[src/rtl/fetch_decode_pkg.sv]
// Shared ISA definitions: opcode classes, opcode constants, decoded-field record
// and the fetch/decode FSM state encoding.
package fetch_decode_pkg;

    typedef enum logic [1:0] {
        ST_IDLE  = 2'd0,
        ST_FETCH = 2'd1,
        ST_HOLD  = 2'd2
    } fd_state_e;

    // Opcode class is carried in opcode[4:3].
    typedef enum logic [1:0] {
        CLS_ALU    = 2'b00,
        CLS_MEM    = 2'b01,
        CLS_BRANCH = 2'b10,
        CLS_SYS    = 2'b11
    } op_class_e;

    localparam logic [4:0] OP_ADD  = 5'b00000;
    localparam logic [4:0] OP_LI   = 5'b00001;
    localparam logic [4:0] OP_SUB  = 5'b00010;
    localparam logic [4:0] OP_AND  = 5'b00100;
    localparam logic [4:0] OP_LD   = 5'b01000;
    localparam logic [4:0] OP_ST   = 5'b01001;
    localparam logic [4:0] OP_JMP  = 5'b10000;
    localparam logic [4:0] OP_HALT = 5'b11111;

    typedef struct packed {
        logic [4:0] opcode;
        logic [2:0] imm;
        logic [2:0] register;
        logic       is_alu_op;
        logic       is_mem_op;
        logic       mem_rw;
    } dec_fields_t;

    function automatic op_class_e op_class(input logic [4:0] opcode);
        return op_class_e'(opcode[4:3]);
    endfunction

endpackage

[src/rtl/fetch_decode_insn_decode.sv]
// Purely combinational instruction decoder: one 8-bit instruction byte in,
// decoded fields out.
module insn_decode
    import fetch_decode_pkg::*;
(
    input  logic [7:0] i_instr,
    output logic [4:0] o_opcode,
    output logic [2:0] o_imm,
    output logic [2:0] o_register,
    output logic       o_is_alu_op,
    output logic       o_is_mem_op,
    output logic       o_mem_rw
);

    op_class_e w_class;

    assign w_class     = op_class(i_instr[7:3]);
    assign o_opcode    = i_instr[7:3];
    // imm and register share the same low three bits; the executor picks one.
    assign o_imm       = i_instr[2:0];
    assign o_register  = i_instr[2:0];
    assign o_is_alu_op = (w_class == CLS_ALU);
    assign o_is_mem_op = (w_class == CLS_MEM);
    assign o_mem_rw    = o_is_mem_op & i_instr[3];

endmodule

[src/rtl/fetch_decode.sv]
// Instruction fetch/decode front end: fetches one byte per request, decodes it
// and holds the result for the executor, with PC redirect support.
module fetch_decode
    import fetch_decode_pkg::*;
#(
    parameter logic [7:0] RESET_PC = 8'h00
) (
    input  logic       clk,
    input  logic       reset,
    input  logic       run,
    output logic       mem_req,
    output logic [7:0] mem_addr,
    input  logic       mem_ack,
    input  logic [7:0] mem_rdata,
    input  logic       pc_load,
    input  logic [7:0] pc_target,
    output logic       dec_valid,
    input  logic       exe_ready,
    output logic [4:0] opcode,
    output logic [2:0] imm,
    output logic [2:0] register,
    output logic       is_alu_op,
    output logic       is_mem_op,
    output logic       mem_rw
);

    fd_state_e   r_state;
    fd_state_e   w_next_state;
    logic [7:0]  r_pc;
    logic [7:0]  r_target;
    logic        r_discard;
    dec_fields_t r_fields;
    dec_fields_t w_dec;

    insn_decode u_insn_decode (
        .i_instr     (mem_rdata),
        .o_opcode    (w_dec.opcode),
        .o_imm       (w_dec.imm),
        .o_register  (w_dec.register),
        .o_is_alu_op (w_dec.is_alu_op),
        .o_is_mem_op (w_dec.is_mem_op),
        .o_mem_rw    (w_dec.mem_rw)
    );

    // NOTE: state registers use non-blocking assignments so every flop samples
    // pre-edge values regardless of block ordering.
    always_ff @(posedge clk or negedge reset) begin
        if (!reset) begin
            r_state <= ST_IDLE;
        end else begin
            r_state <= w_next_state;
        end
    end

    // NOTE: next state defaults to the current state before the case so no
    // path leaves it unassigned, which would infer a latch.
    always_comb begin
        w_next_state = r_state;
        case (r_state)
            ST_IDLE: begin
                if (run) begin
                    w_next_state = ST_FETCH;
                end
            end
            ST_FETCH: begin
                // A redirect seen during this request makes the byte stale.
                if (mem_ack) begin
                    w_next_state = (pc_load || r_discard) ? ST_FETCH : ST_HOLD;
                end
            end
            ST_HOLD: begin
                if (exe_ready || pc_load) begin
                    w_next_state = run ? ST_FETCH : ST_IDLE;
                end
            end
            default: w_next_state = ST_IDLE;
        endcase
    end

    // NOTE: only small control/field registers here, so all of them get an
    // asynchronous reset; decoded fields must read as zero straight out of reset.
    always_ff @(posedge clk or negedge reset) begin
        if (!reset) begin
            r_pc      <= RESET_PC;
            r_target  <= RESET_PC;
            r_discard <= 1'b0;
            r_fields  <= '0;
        end else begin
            case (r_state)
                ST_FETCH: begin
                    if (mem_ack) begin
                        r_discard <= 1'b0;
                        if (pc_load) begin
                            r_pc <= pc_target;
                        end else if (r_discard) begin
                            r_pc <= r_target;
                        end else begin
                            r_pc     <= r_pc + 8'd1;
                            r_fields <= w_dec;
                        end
                    end else if (pc_load) begin
                        // mem_addr must stay put until the ack; park the target.
                        r_discard <= 1'b1;
                        r_target  <= pc_target;
                    end
                end
                ST_IDLE, ST_HOLD: begin
                    if (pc_load) begin
                        r_pc <= pc_target;
                    end
                end
                default: ;
            endcase
        end
    end

    assign mem_req   = (r_state == ST_FETCH);
    assign dec_valid = (r_state == ST_HOLD);
    assign mem_addr  = r_pc;
    assign opcode    = r_fields.opcode;
    assign imm       = r_fields.imm;
    assign register  = r_fields.register;
    assign is_alu_op = r_fields.is_alu_op;
    assign is_mem_op = r_fields.is_mem_op;
    assign mem_rw    = r_fields.mem_rw;

endmodule
[config.mk]
export PLATFORM = sky130hd
export DESIGN_NAME = fetch_decode
export DESIGN_NICKNAME = d
export VERILOG_FILES = /design/src/rtl/fetch_decode_pkg.sv /design/src/rtl/fetch_decode_insn_decode.sv /design/src/rtl/fetch_decode.sv
export SDC_FILE = /design/constraint.sdc
export NUM_CORES = 1
export LEC_CHECK = 0
export CAP_MARGIN = 10
export CELL_PAD_IN_SITES_DETAIL_PLACEMENT = 1
export CELL_PAD_IN_SITES_GLOBAL_PLACEMENT = 2
export CORE_ASPECT_RATIO = 1.2
export CORE_UTILIZATION = 31
export CTS_CLUSTER_SIZE = 16
export DETAILED_ROUTE_END_ITERATION = 7
export PLACE_DENSITY_LB_ADDON = 0.25
export SYNTH_ARGS = -nofsm -noshare
export SYNTH_HDL_FRONTEND = slang
export SYNTH_HIERARCHICAL = 1
export SYNTH_SLANG_ARGS = --single-unit
[constraint.sdc]
create_clock -name clk -period 1.85 [get_ports clk]
set_input_delay 0.185 -clock clk [delete_from_list [all_inputs] [get_ports clk]]
set_output_delay 0.185 -clock clk [all_outputs]
set_load 0.03 [all_outputs]
Word-level counts from Yosys, hierarchy flattened:

Cells that the tools add are included.

* logic and storage cells: 46
* flip-flop bits (word level): 30
* bits of input ports: 22
* output and inout bits: 24

* bitwise logic cells: 4
* equality and inequality tests: 7
* multiplexer cells: 13
* reductions and logical operators: 12
* add/subtract/negate cells: 1

Operators with widths (count)
* 2-to-1 mux 8 bit: 4
* case mux 8 bit (2 select lines): 1
* AND reduction 3 bit: 3
* adder 8 x 1 -> 8 bit (second input constant): 1
* 2-to-1 mux 2 bit: 4
* case mux 2 bit (3 select lines): 1
* == test 2 x 1 -> 1 bit (second input constant): 2
* zero test 2 bit: 2
* != test 2 x 1 -> 1 bit (second input constant): 2
* != test 2 bit (second input constant): 2
* AND reduction 4 bit: 1
* nonzero test 2 bit: 2
* 2-to-1 mux 1 bit: 3
* inverter 1 bit: 3
* == test 2 bit (second input constant): 1
* logical OR 1 bit: 2
* AND reduction 2 bit: 1
* OR reduction 2 bit: 1
* AND 1 bit: 1

Depth between registers and ports, before layout:

* depth after elaboration: 5
* depth in mapped cells: 5
* gate-level depth less buffers: 5

Hierarchy:

Netlist, hierarchy kept.

Modules (own cells, without submodules)
* fetch_decode: seq. area each 825.8 um^2, cells an instance 141, area an instance 1651.6 um^2, times used 1
* insn_decode: seq. area each 0.0 um^2, cells an instance 14, area an instance 105.1 um^2, times used 1

Worst setup path before layout:

Ideal clock, no wire load.

* path kind: reg2reg
* start point: reg r_state[1]
* end point: reg r_target[0]
* library setup time: 125 ps
* period minus slack after synthesis: 1535 ps
* arrival time: 1410 ps
* stages on the path, launching flop included: 5
* required time: 1725 ps
* slack: 315 ps
* buffers on the path: 0
* cells stage by stage: dfrtp_1 -> and2b_2 -> nand2_1 -> nor2_4 -> mux2_2

* cells in the longest elaborated chain, start to end: 2

RTL lines
* start: declaration: line fetch_decode.sv:27 `fd_state_e r_state;`
* start signal: assignment: line fetch_decode.sv:51 `r_state <= w_next_state;`
* == test 2 x 1 -> 1 bit
* via mem_req: line fetch_decode.sv:11 `output logic mem_req,`
* AND reduction 3 bit (no source line)
* end signal: assignment: line fetch_decode.sv:104 `r_target <= pc_target;`
* end: declaration: line fetch_decode.sv:30 `logic [7:0] r_target;`

The timed path passes the listed nets, and every way through them passes these cells.
A chain may end at the register's enable or synchronous reset.

Worst setup path in the final report:

* start point: reg r_state[1]
* end point: out dec_valid

* cells in the longest elaborated chain, start to end: 1

RTL lines
* == test 2 bit: line fetch_decode.sv:118 `assign dec_valid = (r_state == ST_HOLD);`
* end: declaration: line fetch_decode.sv:17 `output logic dec_valid,`

Every way passes these cells.

==> summary.txt <==
DR vias/cell: 5.065
fin crit share: 0.9280
max layer used: met4
Clock Latency Late Sink: 0.28 ns
Netlist Area Pre-Place: 1757 um^2
via count: 1,327
slew at the pin with the worst max-slew slack: 0.4399 ns
Ys Warns: 6
Crit path max-delay family: buffers and inverters
Synth Instances: 155
ordered list of cells on the worst path: inv_1, nor2_1, clkdlybuf4s50_1
reg2reg path depth: 4
simple-gate share of the synthesized area: 0.1211
chip width: 70.72 um
fmax: 0.5824 GHz
most frequent cells in the layout: clkdlybuf4s50_1 (44), dfrtp_1 (33), mux2_2 (15), nor2_1 (9), buf_4 (9)
total grt overflow: 0
Hold/Removal Path Class: in2async
CTS Hold Bufs: 0
design area: 2323 um^2
DRT met1 WL: 1763 um
commonest non-fill, non-tap cell in the layout: clkdlybuf4s50_1
Area Overhead vs Synth: 32.27%
mux contribution to synthesized area: 0.2051
routed len/inst: 15.60 um
Die ar.: 5973 um^2
Max Cap Viol: 0
maximum VDD drop: 0.7271 mV
Syn Nets: 178
setup tns final: 0 ns
Residual DRC: 4
setup violators final: 0
Place WS: 0.09144 ns
port bufs: 45
cts bufs inserted: 5
number of global-route vias before repair: 1,435
GRT Total Usage: 0.1545
Hold Slack: 0.3127 ns
clk_skew: 0.005129 ns
failing checks: design-rule violations
Power Density: 1763 nW/um^2
initial antenna violation count: 0
CP Capture Type: output port
routed wl met2: 1994 um
Initial DRC Count: 41
Ports: 46
CTS clk-pin slew, worst paths: 0.06 ns
Levels on crit path: 3
pin count of the biggest net entering global routing: 34
router iterations before antenna repair: 6
Max stage delay on crit path: 0.68 ns
Seq cells post-synth: 33
Detail Route Antenna Nets: 0
WP buf/inv: 2
Final #Nets: 223
XOR/XNOR Fraction of Synth Area: 0.01496
Slew Limit Fails: 0
placed cell count: 255
Core Rows: 29
Final Non-Filler Cells: 262
Tmin final: 1.717 ns
Post-DP Area: 2238 um^2
# H-tree levels: 2
Max transition margin: 0.7067
CP max stage cell: clkdlybuf4s50_1
routability-driven placement congestion ratio: 0.7474
setup ws final: 0.1331 ns
top cells by area, synth: dfrtp_1 (47%), mux2_2 (9.6%), mux2_4 (6.8%)
unrepaired setup endpoints after global routing: false
worst-path fanout max: 4
Leakage: 1.019 nW
adder-cell share of the synthesized area: 0.007123
Crit Path Category: reg2out
Post-DP HPWL: 3072 um
layout cells sized above 1: 0.2300
Initial Util: 0.3271
core area: 5370 um^2
DRT Wirelength: 4087 um
TritonCTS clock tree: yes
area leader, netlist: dfrtp_1
Final Hold Vio Count: 0
metal3 WL: 269 um
Synth Area in Compound Gates: 0.09972
Synth top area share: 0.4701
library cells used by synthesis: 37
Clock Tree Buf Depth: 2
sequential element share of the synthesized area: 0.4701
Worst EP arrival: 1.53 ns
CTS Root Cell: clkbuf_8
status: finished with violations
Worst Path Required: 1.66 ns
syn avg cell area: 11.33 um^2
Die H: 84.46 um
Inserted Diodes: 0
largest family of logic cells by synthesized area: multiplexers
CTS sink cnt: 33
CP Launch Type: register
first-pass GRT wire length: 7127 um
==> where the power goes <==
part           switching, mW  internal, mW  total (mW)
Combinational           1.12          1.03        2.16
Clock                  0.255         0.295       0.550
Sequential             0.309          1.08        1.39
Total                   1.69          2.41        4.10
==> Yosys cell counts <==
master / n
buf_4: 12
o21a_1: 2
nand3_1: 4
nand4_1: 2
o22ai_1: 3
mux2_2: 15
buf_6: 1
mux2_1: 1
nand2_1: 7
clkbuf_1: 2
a211o_1: 1
o41ai_1: 1
nand2b_1: 1
ha_1: 1
and3b_2: 1
xnor2_1: 3
clkbuf_2: 1
o31ai_1: 1
mux2i_1: 6
a31oi_1: 5
nand2_4: 1
a22oi_1: 1
a31o_2: 1
or2b_1: 1
o2111ai_1: 1
nor2b_2: 1
mux2_4: 8
dfrtp_1: 33
and2b_2: 2
a21oi_1: 5
nor3_1: 4
and3b_1: 1
o21ai_0: 7
nor3b_4: 1
nor2_1: 9
inv_1: 8
nor2_4: 1
==> cell families (layout without fill, tap and decap cells) <==
logic type / count (synthesis) / count (layout)
AO/OA/AOI/OAI: 28 / 28
XOR/XNOR: 3 / 3
adder cells (fa/ha/maj): 1 / 1
buffers and inverters: 24 / 69
flip-flops: 33 / 33
multiplexers: 30 / 30
AND/OR/NAND/NOR: 36 / 36
==> registers in the layout, summed over array words and instances (netlist names) <==
signal,cells
r_state,2
opcode,5
r_target,8
is_alu_op,1
is_mem_op,1
register,3
r_discard,1
imm,3
mem_addr,8
mem_rw,1
==> path summary, 6_finish.rpt <==
path / start / end / slack, ns
setup / recovery: r_state[1]$_DFFE_PN0P_ / dec_valid / 0.13
max in group asynchronous: reset / mem_addr[7]$_DFFE_PN0P_ / 1.23
hold / removal: reset / mem_addr[6]$_DFFE_PN0P_ / 0.31
min in group clk: exe_ready / r_state[1]$_DFFE_PN0P_ / 0.49
setup reg to reg: r_state[1]$_DFFE_PN0P_ / r_target[1]$_DFFE_PN0P_ / 0.27
hold reg to reg: imm[0]$_DFFE_PN0P_ / imm[0]$_DFFE_PN0P_ / 0.51
==> final cells by class <==
class	count	area (um^2)
fill	592	3047
sequential	33	825.8
multi-input combinational	98	787.0
timing repair buffer	54	516.7
clock buffer	7	86.33
tap	62	77.57
inverter	8	30.03
==> metal layers <==
layer,global-route usage,vias to the layer above
met2,0.2544,37
met1,0.1900,656
li1,-,628
met5,0,-
met3,0.04922,6
met4,0.05455,0
==> metrics by stage <==
stage	utilization	power [mW]
6_report	0.4327	4.096
5_1_grt	0.4327	4.377
4_1_cts	0.4327	4.164
3_5_place_dp	0.4168	3.596
3_3_place_gp	0.4168	3.517
2_1_floorplan	-	2.733
==> what timing repair did <==
| action | in CTS | in global routing |
|---|---|---|
| gates resized for setup | 1 | 0 |
| setup buffers | 0 | 0 |
| endpoints found under the setup margin | 1 | 0 |
(Power assumes the default switching activity.)
